==> src/rtl/sq_sum_col_seq.sv <==
// sq_sum_col_seq: issues one grid column per cycle to a shared adder tree and gathers the column sums.
// Define SQ_SUM_COL_SEQ_PERF_EN to add the perf_grids_o output-handshake counter.
module sq_sum_col_seq #(
    parameter int NumCols     = 8,
    parameter int TreeLatency = 0,
    parameter int Rows        = 8,
    parameter int TermBits    = 8,
    parameter int SumBits     = 11
) (
    input  logic                                      clk_i,
    input  logic                                      rst_i,
    input  logic                                      in_valid_i,
    output logic                                      in_ready_o,
    input  logic [Rows-1:0][NumCols-1:0][TermBits-1:0] grid_i,
    output logic [Rows-1:0][TermBits-1:0]              tree_terms_o,
    input  logic [SumBits-1:0]                         tree_sum_i,
    output logic                                      out_valid_o,
    input  logic                                      out_ready_i,
    output logic [NumCols-1:0][SumBits-1:0]            sums_o,
`ifdef SQ_SUM_COL_SEQ_PERF_EN
    output logic [31:0]                                perf_grids_o,
`endif
    output logic                                      busy_o
);
    localparam int ColBits = (NumCols > 1) ? $clog2(NumCols) : 1;
    localparam logic [ColBits-1:0] LastCol = ColBits'(NumCols - 1);

    typedef enum logic [1:0] {IDLE, ISSUE, DRAIN, DONE} state_t;

    state_t                                    state_q, state_d;
    logic [ColBits-1:0]                        col_q;
    logic [Rows-1:0][NumCols-1:0][TermBits-1:0] grid_q;
    logic [NumCols-1:0][SumBits-1:0]           sums_q;
    logic                                      issue;
    logic                                      drain_last;

    assign sums_o = sums_q;

    always_comb begin
        state_d      = state_q;
        in_ready_o   = 1'b0;
        out_valid_o  = 1'b0;
        busy_o       = 1'b1;
        tree_terms_o = '0;
        issue        = 1'b0;
        unique case (state_q)
            IDLE: begin
                in_ready_o = 1'b1;
                busy_o     = 1'b0;
                if (in_valid_i) state_d = ISSUE;
            end
            ISSUE: begin
                issue = 1'b1;
                for (int r = 0; r < Rows; r++) tree_terms_o[r] = grid_q[r][col_q];
                if (col_q == LastCol) state_d = (TreeLatency == 0) ? DONE : DRAIN;
            end
            DRAIN: begin
                if (drain_last) state_d = DONE;
            end
            DONE: begin
                out_valid_o = 1'b1;
                if (out_ready_i) state_d = IDLE;
            end
            default: state_d = IDLE;
        endcase
    end

    always_ff @(posedge clk_i or posedge rst_i) begin
        if (rst_i) begin
            state_q <= IDLE;
            col_q   <= '0;
            grid_q  <= '0;
        end else begin
            state_q <= state_d;
            if (in_ready_o && in_valid_i) grid_q <= grid_i;
            if (issue) col_q <= (col_q == LastCol) ? '0 : col_q + 1'b1;
        end
    end

    generate
        if (TreeLatency == 0) begin : g_comb_tree
            assign drain_last = 1'b1;

            always_ff @(posedge clk_i or posedge rst_i) begin
                if (rst_i) sums_q <= '0;
                else if (issue) sums_q[col_q] <= tree_sum_i;
            end
        end else begin : g_pipe_tree
            localparam int CntBits = (TreeLatency > 1) ? $clog2(TreeLatency) : 1;
            localparam logic [CntBits-1:0] LastCnt = CntBits'(TreeLatency - 1);

            logic [CntBits-1:0]                  drain_cnt;
            logic [TreeLatency-1:0]              tag_valid;
            logic [TreeLatency-1:0][ColBits-1:0] tag_idx;

            assign drain_last = (drain_cnt == LastCnt);

            // Each issued column carries its index down the tag pipe so the sum lands in the right slot.
            always_ff @(posedge clk_i or posedge rst_i) begin
                if (rst_i) begin
                    drain_cnt <= '0;
                    tag_valid <= '0;
                    tag_idx   <= '0;
                    sums_q    <= '0;
                end else begin
                    drain_cnt    <= (state_q == DRAIN) ? drain_cnt + 1'b1 : '0;
                    tag_valid[0] <= issue;
                    tag_idx[0]   <= col_q;
                    for (int i = 1; i < TreeLatency; i++) begin
                        tag_valid[i] <= tag_valid[i-1];
                        tag_idx[i]   <= tag_idx[i-1];
                    end
                    if (tag_valid[TreeLatency-1]) sums_q[tag_idx[TreeLatency-1]] <= tree_sum_i;
                end
            end
        end
    endgenerate

`ifdef SQ_SUM_COL_SEQ_PERF_EN
    always_ff @(posedge clk_i or posedge rst_i) begin
        if (rst_i) perf_grids_o <= '0;
        else if (out_valid_o && out_ready_i && (perf_grids_o != 32'hFFFF_FFFF))
            perf_grids_o <= perf_grids_o + 32'd1;
    end
`endif

endmodule

==> config.mk <==
export PLATFORM = sky130hd
export DESIGN_NAME = sq_sum_col_seq
export DESIGN_NICKNAME = d
export VERILOG_FILES = /design/src/rtl/sq_sum_col_seq.sv
export SDC_FILE = /design/constraint.sdc
export NUM_CORES = 1
export LEC_CHECK = 0
export CAP_MARGIN = 10
export CORE_AREA = 2 2 265 267
export DETAILED_ROUTE_END_ITERATION = 16
export DIE_AREA = 0 0 267 269
export PLACE_DENSITY = 0.63
export SYNTH_ARGS = -nofsm -noshare
export SYNTH_HDL_FRONTEND = slang
export SYNTH_SLANG_ARGS = --single-unit
==> constraint.sdc <==
create_clock -name clk_i -period 45.1 [get_ports clk_i]
set_input_delay 4.51 -clock clk_i [delete_from_list [all_inputs] [get_ports clk_i]]
set_output_delay 4.51 -clock clk_i [all_outputs]
set_load 0.03 [all_outputs]
==> results.py <==
metrics = {
    "drt": {
        "drtPass1Iterations": 5,
        "drc": 0,
        "drt_iter0_drc": 1031,
        "routed_via_density": 5.169,
        "vias": 18330,
        "drt_wl_total_mm": 88.74,
        "postRouteAntennaNets": 0,
        "avgRoutedWirePerCell_um": 25.03,
    },
    "clock_network": {
        "h-tree-depth": 3,
        "cts_setup_buffers": 0,
        "clk_latency_ns": 0.59,
        "clockBufferDepth": 3,
        "holdBufCountCts": 0,
        "postCtsResizedCells": 0,
        "clock_sinks": 605,
        "numCtsBuffers": 70,
        "cts_root_buf": "clkbuf_16",
        "cts_tree": "done",
        "clk_pin_slew_ns": 0.06,
    },
    "sta": {
        "fin_crit_ns": 9.193,
        "finalSetupViolations": 0,
        "tns_ns": 0,
        "drv_slew": 0,
        "grt_setup_unrepaired": "false",
        "fin_skew_ns": 0.01349,
        "hold_viol": 0,
        "fmax_ghz": 0.1088,
        "relSlewSlack": 0.1493,
        "holdWs_ns": 0.4883,
        "tightest_slew_ns": 1.276,
        "fin_crit_sh": 0.2038,
    },
    "yosys": {
        "synthTopCellsByArea": "dfrtp_1 (56%), mux2_2 (25%), mux2i_1 (6.8%)",
        "synth_ff_type": "dfrtp_1",
        "yosysWarnings": 0,
        "syn_nets": 2417,
        "synthArstFlopShare": 1.000,
        "synth_edf_count": 0,
        "netlist_instances": 1884,
        "yosysTopAreaCell": "dfrtp_1",
        "synth_top_area_frac": 0.5610,
        "ys_ff_latch": 605,
        "synth.avg_cell_area_um2": 14.32,
        "ys_types": 41,
        "seq_area_frac_synth": 0.5610,
        "syn-cell-area_um2": 26980,
    },
    "critical_path": {
        "cp-end-kind": "primary output",
        "cp.required_ns": 40.59,
        "crit_family": "buffers and inverters",
        "cp_slowest_cell": "and2_1",
        "crit_chain": "buf_4 > and2_1 > a22oi_1 > o221ai_1 > o21a_1 > clkdlybuf4s50_1",
        "start_kind": "flop",
        "critPathKind": "reg2out",
        "rr_worst_depth": 4,
        "crit_arrival_ns": 4.68,
        "worst-path-stages": 6,
        "path_buf_inv": 2,
        "cp_max_fo": 43,
        "slowest_delay_ns": 1.08,
    },
    "final_layout": {
        "fin_nets": 3055,
        "drive_above_1_share": 0.2917,
        "syn2layout_area_growth_pct": 36.46,
        "multiInputGateArea_um2": 11070,
        "stdcell_area_um2": 36820,
        "seq_area_um2": 15150,
        "fin_util": 0.5314,
        "final_common_cell": "clkdlybuf4s50_1",
        "final_cell_mix": "clkdlybuf4s50_1 (681), dfrtp_1 (602), mux2_2 (600)",
        "n_fill_cell": 5824,
        "fin_cells": 3545,
    },
    "global_routing": {
        "antenna_found_initial": 52,
        "grt_pass1_wl_mm": 128.9,
        "grt-ovfl-total": 0,
        "first_global_vias": 19830,
        "grt_start_max_net_pins": 167,
        "grtUsageTotal": 0.2439,
    },
    "floorplanning": {
        "row_count": 97,
        "die_h_um": 269,
        "coreArea_um2": 69300,
        "initial_core_util": 0.3894,
        "die_area_um2": 71820,
        "io_pins": 682,
        "die_w_um": 267,
    },
    "place": {
        "dpl-instance-area_um2": 34470,
        "numPortBuffers": 681,
        "dp_hpwl_mm": 62.67,
        "gp_congestion": 0.8672,
        "place_inst": 3390,
    },
    "hold_path": {
        "hold_depth": 1,
        "min_path_type": "reg2reg",
    },
    "power_and_ir_drop": {
        "p_leak_nw": 15.50,
        "vdd_ir_drop_max_mv": 0.04261,
        "p_per_area_nw_per_um2": 75.42,
    },
    "run": {
        "max_cap_viol_count": 0,
    },
    "run_status": {
        "status": "finished clean",
    },
}
==> area by class of cell <==
cell class              instances  share of cell area
multi-input cells            1131              0.3006
flip-flops and latches        605              0.4114
repair buffers                705              0.1910
well taps                     940             0.03194
clock inverters                15            0.004893
clock buffers                 103             0.05644
inverters                       9            0.001121
diodes                         37            0.002514
==> power breakdown <==
part	internal, mW	switching (mW)	leakage, nW	total, mW
Combinational	0.609	0.618	7.19	1.23
Clock	0.336	0.227	1.10	0.562
Sequential	0.821	0.166	7.21	0.988
Total	1.77	1.01	15.5	2.78
==> per-stage QoR <==
step           setup slack, ns  power, mW
2_1_floorplan            23.65      1.788
3_3_place_gp             36.50      2.201
3_5_place_dp             36.53      2.233
4_1_cts                  35.88      2.805
5_1_grt                  35.69      2.929
6_report                 35.91      2.777
==> Yosys cell counts (12+ instances only) <==
cell type    n
dfrtp_1    605
mux2_2     600
mux2i_1    184
buf_2       88
o22ai_1     64
o21a_1      51
nor2_1      38
a22oi_1     35
mux2_1      20
buf_4       19
clkbuf_1    19
nand2_1     16
nand3_1     15
a21oi_1     14
o221ai_1    13
a211oi_1    12
o31a_1      12
o32ai_1     12
==> layer usage <==
layer  GRT usage  vias up  share of wire
li1            -     8232              -
met1      0.2828     9380           0.39
met2      0.4177      537           0.50
met3     0.07991      146          0.079
met4     0.09733       30          0.027
met5           0        -         0.0021
==> logic make-up after synthesis <==
kind of cell / Yosys count / share of synthesized area
muxes: 809 / 0.3298
and+or+nand+nor: 90 / 0.01604
DFF: 605 / 0.5610
buffers and inverters: 148 / 0.02981
AOI/OAI and AO/OA: 226 / 0.06056
adders and majority gates: 6 / 0.002782
==> path summary, 6_finish.rpt <==
check                                   endpoint  slack [ns]        from
worst max-delay path            tree_terms_o[14]       35.91    col_q[2]
worst min-delay path                  sums_o[82]        0.49  sums_o[82]
worst max register to register        sums_o[78]       41.13    col_q[2]
worst min register to register        sums_o[82]        0.49  sums_o[82]
max in group asynchronous            grid_q[482]       38.29       rst_i
min in group asynchronous            grid_q[297]        4.46       rst_i
==> sequential cells by signal, summed over array words and instances, names as in the netlist <==
signal,count
grid_q,512
state_q,2
col_q,3
sums_o,88
==> worst register-to-register path: stages, from the launching register on <==
cell and delay (ns):
dfrtp_4 0.85, buf_4 0.74, and2_1 1.09, nand3_2 0.63, mux2_1 0.54
Power figures use the tool's default switching activity.
